$ cat src/rtl/adc_interface_pkg.sv
// Shared frame timing constants and FSM state type for the ADC serial interface.
// Optional build macro ADC_TEST_PATTERN_EN is consumed by adc_deserializer.
package adc_interface_pkg;

   localparam int FRAME_CYCLES = 210;
   localparam int CONV_CYCLES  = 140;
   localparam int SCK_PERIOD   = 4;
   localparam int DATA_W       = 16;

   localparam int CNT_W    = $clog2(FRAME_CYCLES);
   localparam int SCK_PH_W = $clog2(SCK_PERIOD);

   localparam logic [CNT_W-1:0] FRAME_LAST = CNT_W'(FRAME_CYCLES - 1);
   localparam logic [CNT_W-1:0] READ_START = CNT_W'(CONV_CYCLES);
   localparam logic [CNT_W-1:0] READ_END   = CNT_W'(CONV_CYCLES + DATA_W * SCK_PERIOD);
   // The word is complete one cycle before the READ window closes.
   localparam logic [CNT_W-1:0] LOAD_CYCLE = CNT_W'(CONV_CYCLES + DATA_W * SCK_PERIOD - 1);

   localparam logic [SCK_PH_W-1:0] SCK_HIGH_PH = SCK_PH_W'(SCK_PERIOD / 2);

   typedef enum logic [1:0] {
      CONV,
      READ,
      WAIT
   } adc_state_t;

endpackage

$ cat src/rtl/adc_deserializer.sv
// MSB-first shift register plus output word latch for the ADC serial stream.
// With ADC_TEST_PATTERN_EN defined, sdo is ignored and a strobe counter is latched instead.
module adc_deserializer
   import adc_interface_pkg::*;
(
   input  logic              clk,
   input  logic              rst_n,
   input  logic              sample_en,
   input  logic              load_en,
   input  logic              sdo,
   output logic [DATA_W-1:0] word
);

   logic [DATA_W-1:0] word_reg;

`ifdef ADC_TEST_PATTERN_EN
   logic [DATA_W-1:0] pattern_reg;
   logic              unused_inputs;

   assign unused_inputs = &{1'b0, sample_en, sdo};

   always_ff @(posedge clk or negedge rst_n) begin
      if (!rst_n) begin
         pattern_reg <= '0;
         word_reg    <= '0;
      end else if (load_en) begin
         word_reg    <= pattern_reg;
         pattern_reg <= pattern_reg + 1'b1;
      end
   end
`else
   logic [DATA_W-1:0] shift_reg;

   always_ff @(posedge clk or negedge rst_n) begin
      if (!rst_n) begin
         shift_reg <= '0;
         word_reg  <= '0;
      end else begin
         if (sample_en) begin
            shift_reg <= {shift_reg[DATA_W-2:0], sdo};
         end
         if (load_en) begin
            word_reg <= shift_reg;
         end
      end
   end
`endif

   assign word = word_reg;

endmodule

$ cat src/rtl/adc_interface.sv
// ADC conversion/readout sequencer: 210-cycle frame, CNV pulse, 16-bit SCK burst, word strobe.
// Build macro ADC_TEST_PATTERN_EN (see adc_deserializer) replaces sdo data with a counter.
module adc_interface
   import adc_interface_pkg::*;
(
   input  logic              clk210_p,
   input  logic              reset_p,
   output logic              cnv_p,
   output logic              sck_p,
   input  logic              sdo_p,
   output logic              adc_data_received_p,
   output logic [DATA_W-1:0] adc_data_in_p
);

   logic                running_reg;
   logic [CNT_W-1:0]    frame_cnt_reg;
   logic [CNT_W-1:0]    frame_cnt_next;
   adc_state_t          state_reg;
   logic                cnv_reg;
   logic                sck_reg;
   logic                strobe_reg;
   logic                in_read_next;
   logic [SCK_PH_W-1:0] sck_phase_next;
   logic                sample_en;
   logic                load_en;

   // The first edge after reset lands on cycle 0 instead of advancing past it.
   always_comb begin
      if (!running_reg || frame_cnt_reg == FRAME_LAST) begin
         frame_cnt_next = '0;
      end else begin
         frame_cnt_next = frame_cnt_reg + 1'b1;
      end
   end

   // Outputs are registered, so all decode looks at the cycle being entered.
   assign in_read_next   = (frame_cnt_next >= READ_START) && (frame_cnt_next < READ_END);
   assign sck_phase_next = frame_cnt_next[SCK_PH_W-1:0] - READ_START[SCK_PH_W-1:0];
   assign sample_en      = in_read_next && (sck_phase_next == SCK_HIGH_PH);
   assign load_en        = (frame_cnt_next == LOAD_CYCLE);

   always_ff @(posedge clk210_p or negedge reset_p) begin
      if (!reset_p) begin
         running_reg   <= 1'b0;
         frame_cnt_reg <= '0;
         state_reg     <= CONV;
         cnv_reg       <= 1'b0;
         sck_reg       <= 1'b0;
         strobe_reg    <= 1'b0;
      end else begin
         running_reg   <= 1'b1;
         frame_cnt_reg <= frame_cnt_next;
         strobe_reg    <= load_en;
         case (state_reg)
            CONV: begin
               if (frame_cnt_next == READ_START) begin
                  state_reg <= READ;
                  cnv_reg   <= 1'b0;
                  sck_reg   <= 1'b0;
               end else begin
                  cnv_reg   <= 1'b1;
                  sck_reg   <= 1'b0;
               end
            end
            READ: begin
               cnv_reg <= 1'b0;
               if (frame_cnt_next == READ_END) begin
                  state_reg <= WAIT;
                  sck_reg   <= 1'b0;
               end else begin
                  sck_reg   <= (sck_phase_next >= SCK_HIGH_PH);
               end
            end
            default: begin
               sck_reg <= 1'b0;
               if (frame_cnt_next == '0) begin
                  state_reg <= CONV;
                  cnv_reg   <= 1'b1;
               end else begin
                  cnv_reg   <= 1'b0;
               end
            end
         endcase
      end
   end

   adc_deserializer u_deserializer (
      .clk       (clk210_p),
      .rst_n     (reset_p),
      .sample_en (sample_en),
      .load_en   (load_en),
      .sdo       (sdo_p),
      .word      (adc_data_in_p)
   );

   assign cnv_p               = cnv_reg;
   assign sck_p               = sck_reg;
   assign adc_data_received_p = strobe_reg;

endmodule

$ cat config.mk
export PLATFORM = sky130hd
export DESIGN_NAME = adc_interface
export DESIGN_NICKNAME = d
export VERILOG_FILES = /design/src/rtl/adc_interface_pkg.sv /design/src/rtl/adc_deserializer.sv /design/src/rtl/adc_interface.sv
export SDC_FILE = /design/constraint.sdc
export NUM_CORES = 1
export LEC_CHECK = 0
export CAP_MARGIN = 20
export CORE_MARGIN = 10
export CORE_UTILIZATION = 55
export DETAILED_ROUTE_END_ITERATION = 10
export GPL_ROUTABILITY_DRIVEN = 0
export PLACE_DENSITY = 0.89
export SLEW_MARGIN = 20
export SYNTH_ARGS = -nofsm -noshare
export SYNTH_HDL_FRONTEND = slang
export SYNTH_SLANG_ARGS = --single-unit
$ cat constraint.sdc
create_clock -name clk210_p -period 2.94 [get_ports clk210_p]
set_input_delay 0.588 -clock clk210_p [delete_from_list [all_inputs] [get_ports clk210_p]]
set_output_delay 0.588 -clock clk210_p [all_outputs]
set_load 0.02 [all_outputs]
==> reports/results.ini <==
[outcome]
status = finished, final reports clean

[worst_setup_path]
cp-end-kind = register
worstRegToRegCells = 8
critical_path.startpoint_type = register
worst_ep_arrival_time_ns = 2.85
crit_type = register to register
crit_required_ns = 3.12
worstPathMaxFanout = 16

[timing]
setup_tns_ns = 0
slew_headroom_pct = 59.1
rsz0062_at_grt = no
setup-violations-final = 0
finalCritPeriodShare_pct = 91.0
tightestPinTransition_ns = 0.612
skew_ns = 0.00858
fin_crit_ns = 2.67
worst_slack_ns = 0.266
hold_viol_final = 0
finalMaxSlewViolations = 0
fmax_mhz = 374

[yosys]
syn_area_per_cell_sq_um = 13.9
yosysSeqAreaShare_pct = 55.0
ys_ff_latch = 46
syn_inst = 151
yosys_warnings = 0
synth_xor_area_share_pct = 1.67
synth.distinct_cells = 41
synth-simple-area-share_pct = 12.1
syn_area_sq_um = 2090
muxShareOfSynthArea_pct = 20.1
synth_top_family_by_area = multiplexers
async_flop_share_pct = 100
synth_compound_area_share_pct = 6.52
synth_edf_count = 0
dominantRegCellSynth = dfrtp_1
synth-adder-area-share_pct = 1.20
syn_nets = 156

[drt]
drt_first_pass_iters = 4
postRouteAntennaNets = 0
viasPerCell = 5.58
num_vias = 1260
wirelength_mm = 3.71
wl_per_cell_um = 16.4
drc = 0
drt_iter0_markers = 156

[place]
place_ws_ns = 0.292
hpwl_mm = 2.65
numPortBuffers = 21

[flow_run]
cap_violations = 0

[clock_network]
clock_path_buffers = 2
root_buffer = clkbuf_8
cts_setup_buffers = 0
clk_latency_ns = 0.30
clkTransAtPathRegs_ns = 0.08
cts.sinks = 46
cts-buffers-inserted = 5
htree_levels = 2
ctsHoldBuffers = 0
cts_resized = 0
cts_tree = built

[global_routing]
grt_max_degree = 47
gr-total-overflow = 0
track_usage_pct = 12.0
grt_pass1_wl_mm = 6.33
grt_pass1_vias = 1300
antenna_found_initial = 0

[floorplanning]
dieArea_sq_um = 6670
pin_count = 22
chipHeight_um = 81.7
die_w_um = 81.7
rows = 22
core-area_sq_um = 3660
initial_core_util_pct = 57.1

[final_layout]
n_antenna_cell = 0
syn_to_final_growth_pct = 17.3
layout-drive-gt1-share_pct = 27.0
nNetsFinal = 182

[worst_hold_path]
min_path_type = input pin to asynchronous set/reset pin

[pwr]
power.leakage_uw = 0.00113
peakVddDrop_mv = 0.346
power_density_nw_per_um2 = 467

logic make-up (layout without fill, tap and decap cells):
group | Yosys count | after routing
compound gates | 14 | 14
xor+xnor | 4 | 4
fa+ha+maj | 2 | 2
buf+inv | 11 | 38
flops | 46 | 46
mux | 32 | 32
other cells | 1 | 1
simple gates | 41 | 41
cells in the final DEF, fill, tap and decap left out, types with 2 or more instances in the layout:
cell type / netlist / final
nand2_1: 4 / 4
and3_1: 2 / 2
xor2_1: 2 / 2
and2_1: 3 / 3
a311o_1: 2 / 2
nor2_1: 8 / 8
ha_1: 2 / 2
nand2b_1: 2 / 2
nand3_1: 5 / 5
or3_1: 2 / 2
clkdlybuf4s50_1: 0 / 20
xnor2_1: 2 / 2
nor3_1: 5 / 5
inv_1: 7 / 7
dfrtp_1: 46 / 46
mux2_2: 16 / 16
clkbuf_8: 0 / 5
mux2_4: 16 / 16
o21ai_0: 2 / 2
report_power, final:
part	internal, uW	switching (uW)	total (uW)
Sequential	636	7.70	644
Combinational	14.3	27.4	41.7
Clock	254	206	459
cells in the mapped netlist, types with 3 or more instances:
library cell  number  area share [%]
and2_1             3            0.90
nand2_1            4            0.72
nor3_1             5             1.2
mux2_2            16             8.6
inv_1              7             1.3
nor2_1             8             1.4
dfrtp_1           46              55
mux2_4            16              11
nand3_1            5             1.2
final timing paths:
check                                              from                     endpoint  slack [ns]
min                                             reset_p       u_deserializer.word[4]        0.16
max                                    frame_cnt_reg[0]  u_deserializer.shift_reg[3]        0.27
min reg2reg                u_deserializer.shift_reg[15]      u_deserializer.word[15]        0.51
max in group asynchronous                       reset_p             frame_cnt_reg[5]        2.31
min in group clk210_p      u_deserializer.shift_reg[15]      u_deserializer.word[15]        0.51
max reg2reg                            frame_cnt_reg[0]  u_deserializer.shift_reg[3]        0.27
stage by stage:
stage	util, %	instance area [sq um]	hold WS (ns)	std cells	power (uW)
CTS	66.5	2430	0.477	225	1150
detailed placement	63.5	2320	0.492	217	695
global route	67.0	2450	0.162	226	1190
floorplan	-	2090	0.292	151	674
global placement	63.5	2320	0.488	217	692
finish	67.0	2450	0.160	226	1140
layout make-up:
cell class | count | area, sq um
multi-input cells | 94 | 873
clock buffers | 6 | 72.6
flip-flops and latches | 46 | 1150
well taps | 48 | 60.1
repair buffers | 23 | 233
inverters | 7 | 26.3
fillers | 252 | 1210
clock inverters | 2 | 37.5
worst max-delay path: stages, from the launching register on:
cell	delay, ns
dfrtp_1	0.50
ha_1	0.32
nand3_2	0.15
or3_1	0.43
a21o_4	0.26
nand3_1	0.07
nor3b_4	0.17
buf_4	0.29
mux2_2	0.37
routing by layer:
layer	wire (um)	track usage, %	vias to the layer above
met5	0	0	-
met4	78	4.59	0
met3	250	4.15	9
met2	1840	19.8	40
met1	1540	14.2	622
li1	-	-	589
Power figures use the tool's default switching activity.
